==> src/rtl/block_collision_scan.sv <==
// rtl/block_collision_scan.sv - sequential 4x4 piece vs playfield collision scanner
module block_collision_scan #(
    parameter int FIELD_W    = 20,
    parameter int FIELD_H    = 20,
    parameter int EARLY_EXIT = 1
) (
    input  logic                       clk,
    input  logic                       rst_n,
    input  logic                       start,
    input  logic [15:0]                block,
    input  logic [FIELD_W*FIELD_H-1:0] field,
    input  logic [4:0]                 block_pos_x,
    input  logic [4:0]                 block_pos_y,
    output logic                       busy,
    output logic                       done,
    output logic                       collide,
    output logic [3:0]                 hit_cell,
    output logic [1:0]                 b_x,
    output logic [1:0]                 b_y,
    output logic [3:0]                 block_index,
    output logic [8:0]                 field_index
);

    typedef enum logic [1:0] {
        S_IDLE = 2'd0,
        S_SCAN = 2'd1,
        S_DONE = 2'd2
    } state_t;

    state_t                     r_state;
    logic [3:0]                 r_cnt;
    logic [15:0]                r_block;
    logic [FIELD_W*FIELD_H-1:0] r_field;
    logic [4:0]                 r_pos_x;
    logic [4:0]                 r_pos_y;
    logic                       r_busy;
    logic                       r_done;
    logic                       r_collide;
    logic [3:0]                 r_hit_cell;

    logic       w_scan;
    logic [5:0] w_cx;
    logic [5:0] w_cy;
    logic       w_oob;
    logic [8:0] w_lin;
    logic [8:0] w_field_index;
    logic       w_cell_hit;

    // Six-bit coordinates so origin 31 + offset 3 cannot wrap back into range.
    assign w_scan        = (r_state == S_SCAN);
    assign w_cx          = {1'b0, r_pos_x} + {4'b0, r_cnt[1:0]};
    assign w_cy          = {1'b0, r_pos_y} + {4'b0, r_cnt[3:2]};
    assign w_oob         = (w_cx >= 6'(FIELD_W)) || (w_cy >= 6'(FIELD_H));
    assign w_lin         = 9'(w_cy) * 9'(FIELD_W) + 9'(w_cx);
    assign w_field_index = w_oob ? 9'd0 : w_lin;
    assign w_cell_hit    = r_block[r_cnt] & (w_oob | r_field[w_field_index]);

    assign busy        = r_busy;
    assign done        = r_done;
    assign collide     = r_collide;
    assign hit_cell    = r_hit_cell;
    assign b_x         = w_scan ? r_cnt[1:0] : 2'd0;
    assign b_y         = w_scan ? r_cnt[3:2] : 2'd0;
    assign block_index = w_scan ? r_cnt : 4'd0;
    assign field_index = w_scan ? w_field_index : 9'd0;

    always_ff @(posedge clk or negedge rst_n) begin
        if (!rst_n) begin
            r_state    <= S_IDLE;
            r_cnt      <= 4'd0;
            r_block    <= '0;
            r_field    <= '0;
            r_pos_x    <= 5'd0;
            r_pos_y    <= 5'd0;
            r_busy     <= 1'b0;
            r_done     <= 1'b0;
            r_collide  <= 1'b0;
            r_hit_cell <= 4'd0;
        end else begin
            case (r_state)
                S_IDLE: begin
                    r_done <= 1'b0;
                    if (start) begin
                        r_block    <= block;
                        r_field    <= field;
                        r_pos_x    <= block_pos_x;
                        r_pos_y    <= block_pos_y;
                        r_cnt      <= 4'd0;
                        r_collide  <= 1'b0;
                        r_hit_cell <= 4'd0;
                        r_busy     <= 1'b1;
                        r_state    <= S_SCAN;
                    end
                end
                S_SCAN: begin
                    // Only the first colliding cell is reported when scanning all cells.
                    if (w_cell_hit && !r_collide) begin
                        r_collide  <= 1'b1;
                        r_hit_cell <= r_cnt;
                    end
                    if (((EARLY_EXIT != 0) && w_cell_hit) || (r_cnt == 4'd15)) begin
                        r_state <= S_DONE;
                        r_done  <= 1'b1;
                    end else begin
                        r_cnt <= r_cnt + 4'd1;
                    end
                end
                S_DONE: begin
                    r_done  <= 1'b0;
                    r_busy  <= 1'b0;
                    r_state <= S_IDLE;
                end
                default: begin
                    r_state <= S_IDLE;
                end
            endcase
        end
    end

endmodule

==> config.mk <==
export PLATFORM = sky130hd
export DESIGN_NAME = block_collision_scan
export DESIGN_NICKNAME = d
export VERILOG_FILES = /design/src/rtl/block_collision_scan.sv
export SDC_FILE = /design/constraint.sdc
export NUM_CORES = 1
export LEC_CHECK = 0
export BUFFER_PORTS_ARGS = -buffer_cell sky130_fd_sc_hd__buf_4
export CAP_MARGIN = 30
export CORE_UTILIZATION = 50
export CTS_CLUSTER_DIAMETER = 50
export DETAILED_ROUTE_END_ITERATION = 12
export MAX_ROUTING_LAYER = met4
export PLACE_DENSITY = 0.77
export SYNTH_ARGS = -nofsm -noshare
export SYNTH_HDL_FRONTEND = slang
export SYNTH_SLANG_ARGS = --single-unit
==> constraint.sdc <==
create_clock -name clk -period 4.5 [get_ports clk]
set_input_delay 0.225 -clock clk [delete_from_list [all_inputs] [get_ports clk]]
set_output_delay 0.225 -clock clk [all_outputs]
set_load 0.01 [all_outputs]
==> impl_summary.log <==
INFO  metric crit_required = approximately 5 ns
INFO  metric initial_core_utilization = 0.507
INFO  metric finalWirelength = 86.8 mm
INFO  metric grt_pass1_wl = roughly 130 mm
INFO  metric netlist_area = between 20000 and 25000 um^2
INFO  metric top_level_ports = roughly 450
INFO  metric finalCritPeriodShare = 0.989
INFO  metric vdd.ir_drop.worst = between 0.7 and 0.8 mV
INFO  metric final_layout_size_suffix_gt1_frac = 0.243
INFO  metric worst_slack = 0.0493 ns
INFO  metric detailroute.via_count = ~22000
INFO  metric synth_ff_type = dfrtp_1
INFO  metric postSynth.asyncResetShare = 1.00
INFO  metric drc_errors = 0
INFO  metric static-leakage-power = between 15 and 20 nW
INFO  metric total_cell_area_at_the_placement_stage = around 26000 um^2
INFO  metric detailed_route_iter0_violations = between 2000 and 3000
INFO  metric finalHoldViolations = 0
INFO  metric dp_hpwl = ~50 mm
INFO  metric synth.ff_latch_count = approximately 440
INFO  metric timing.reg2reg.setup_slack = between 0.04 and 0.05 ns
INFO  metric cts_tree = yes
INFO  metric crit_path_end_kind = register
INFO  metric route.antenna.remaining_nets = 0
INFO  metric hold_path_class = in -> async
INFO  metric port-buffer-count = between 400 and 500
INFO  metric htree_levels = 2
INFO  metric grt_max_degree = 146
INFO  metric floorplan.die_area = 43300 um^2
INFO  metric maxcap_viol_count = 0
INFO  metric groute.usage.overall = 0.416
INFO  metric netlist.top_cell.by_area = dfrtp_1
INFO  metric layout_min_cycle_time = around 4.5 ns
INFO  metric rsz0062_at_grt = yes
INFO  metric ys_top_cells_by_area = dfrtp_1 (52%), nand2_1 (23%), mux4_2 (6.9%), clkbuf_1 (2.0%), mux2_2 (1.4%)
INFO  metric finalSetupViolCount = 0
INFO  metric cts_made_buffers = 50
INFO  metric yosysWarnings = 0
INFO  metric master_cell_of_the_clock_root_buffer = clkbuf_16
INFO  metric floorplan.rows = 75
INFO  metric fp.coreArea = 41900 um^2
INFO  metric place.gp.congestion = approximately 0.96
INFO  metric globalRoute.totalOverflow = 0
INFO  metric die_width = approximately 210 um
INFO  metric netlist.area_leader.share = 0.517
INFO  metric clk_path_buf_depth = 3
INFO  metric route.detailed.wl_per_inst = 22.3 um
INFO  metric synth_sequential_area_ratio = 0.517
INFO  metric vias_per_cell = between 5 and 6
INFO  metric avgSynthCellArea = 8.81 um^2
INFO  metric power-per-cell-area = ~940 nW/um^2
INFO  metric num-fill-cells = between 2000 and 3000
INFO  metric timing.critical_path.fanout_max = 5
INFO  metric slew_headroom = 0.430
INFO  metric syn2layout_area_growth = 51.1%
INFO  metric slew_violations = 0
INFO  metric antenna_found_initial = 13
INFO  metric number_of_enable_type_register_cells_in_the_synthesized_netlist = 0
INFO  metric netlist-cell-type-count = 79
INFO  metric worst_skew_pair.late_latency = 0.61 ns
INFO  metric netlist_instances = 2413
INFO  metric drt-pass1-iter-count = 6
INFO  metric height_of_the_chip = ~210 um
INFO  metric synth_top_cells_by_count = nand2_1 (1328), dfrtp_1 (439), clkbuf_1 (114)
INFO  metric fmax = between 200 and 250 MHz
INFO  metric nets = between 3000 and 4000
INFO  metric critical_path_arrival = between 4 and 5 ns
INFO  metric startpoint_type = register
INFO  metric post-synth-top-count-cell = nand2_1
INFO  metric clock_sinks = around 440
INFO  metric skew = approximately 0.025 ns
INFO  metric dp_slack = -0.326 ns
INFO  metric max_slew.worst_pin.slew = approximately 0.85 ns
INFO  metric final_cell_area = between 30000 and 40000 um^2
INFO  metric layout.core_utilization = 0.766
INFO  metric grt_pass1_vias = between 20000 and 25000
INFO  metric syn_nets = approximately 2900
INFO  metric outcome = completed
INFO  metric path_class = reg -> reg
INFO  metric cts.clk_slew.worst_paths = 0.06 ns
-- cells in the final DEF, fill, tap and decap left out, types with 5 or more instances in the layout --
cell and instances:
diode_2 13, a21oi_1 33, mux2_2 26, o22ai_1 8, a211oi_1 7, nor3_1 14
mux2i_1 29, nand2_1 1325, nand2b_1 6, a221oi_1 6, ha_4 6, clkbuf_1 12
nor2_1 36, dlygate4sd3_1 428, o221ai_1 8, mux4_2 65, nand4_1 5, clkinv_2 5
ha_1 8, a31oi_1 10, nand3_1 18, inv_6 6, dfrtp_1 439, o211ai_1 5
clkbuf_8 9, a311oi_1 5, o21ai_0 33, buf_6 5, inv_1 15, buf_4 542
clkbuf_16 51, and3_1 5, a22oi_1 6, buf_12 17
-- critical path: stages, from the launching register on --
cell and delay, ns:
dfrtp_1 0.35, ha_2 0.20, inv_2 0.04, fa_2 0.37, nand2b_1 0.17, and2_4 0.18
ha_1 0.19, ha_4 0.15, inv_1 0.05, fa_2 0.56, and3b_1 0.19, o2bb2ai_2 0.13
xnor2_2 0.18, nand2b_4 0.20, buf_6 0.11, inv_2 0.02, a41oi_2 0.20, o21ai_2 0.12
nand4b_4 0.12, o211ai_4 0.12, or3_4 0.47, mux2i_1 0.21
-- kinds of logic (layout without fill, tap and decap cells) --
logic type | Yosys count | count (layout) | share of synthesized area
AOI/OAI and AO/OA | 187 | 188 | 0.0622
xor gates and xnor gates | 13 | 13 | 0.00536
other | 0 | 13 | 0
adders and majority gates | 20 | 20 | 0.0132
buffers and inverters | 179 | 1109 | 0.0373
and+or+nand+nor | 1455 | 1455 | 0.269
DFF | 439 | 439 | 0.517
muxes | 120 | 120 | 0.0963
-- through the flow --
step / setup TNS [ns] / total power [mW] / cells / hold slack (ns)
floorplan: 0 / 17.0 / 2413 / -0.0706
global placement: -0.571 / 23.1 / 3348 / 0.333
detailed placement: -1.79 / 23.4 / 3350 / 0.333
CTS: 0 / 28.5 / 3874 / 0.300
global route: -0.474 / 31.7 / 3896 / 0.361
finish: 0 / 30.3 / 3896 / 0.273
-- per-layer routing --
metal	GRT usage	wire length, um	share of wire
met1	0.490	31900	0.37
met2	0.656	42000	0.48
met3	0.0891	7530	0.087
met4	0.255	5400	0.062
met5	-	0	0
-- where the power goes --
| part | internal (mW) | switching, mW |
|---|---|---|
| Sequential | 5.81 | 1.26 |
| Combinational | 8.27 | 10.8 |
| Clock | 2.39 | 1.75 |
| Total | 16.5 | 13.9 |
-- final timing paths --
path / from / end / depth (start not counted)
setup reg to reg: r_pos_y[0] / hit_cell[2] / 21
hold / removal: rst_n / r_block[15] / 2
min in group clk: field[142] / r_field[142] / 4
setup / recovery: r_pos_y[0] / hit_cell[2] / 21
hold reg to reg: r_field[233] / r_field[233] / 2
max in group asynchronous: rst_n / r_field[107] / 3
-- final cells by class --
type	instances	area, um^2	area share
flip-flops and latches	439	11000	0.342
multi-input cells	1796	9870	0.307
repair buffers	996	8830	0.275
clock buffers	71	1420	0.0442
well taps	539	674	0.0210
clock inverters	21	235	0.00732
inverters	21	81.3	0.00253
diodes	13	32.5	0.00101
-- registers in the layout, summed over array words and instances, names as in the netlist --
| name | count |
|---|---|
| busy | 1 |
| collide | 1 |
| done | 1 |
| hit_cell | 4 |
| r_block | 16 |
| r_cnt | 4 |
| r_field | 400 |
| r_pos_x | 5 |
| r_pos_y | 5 |
| r_state | 2 |
-- timing repair --
| item | 4_1_cts | 5_1_grt |
|---|---|---|
| endpoints found under the setup margin | 13 | 15 |
| hold endpoints to repair | 525 | 0 |
| buffers inserted | 3 | 9 |
| hold buffers | 428 | 0 |
| resized for setup | 19 | 55 |
| pin swaps | 7 | 19 |
| gates cloned | 1 | 1 |
Power figures use the tool's default switching activity.
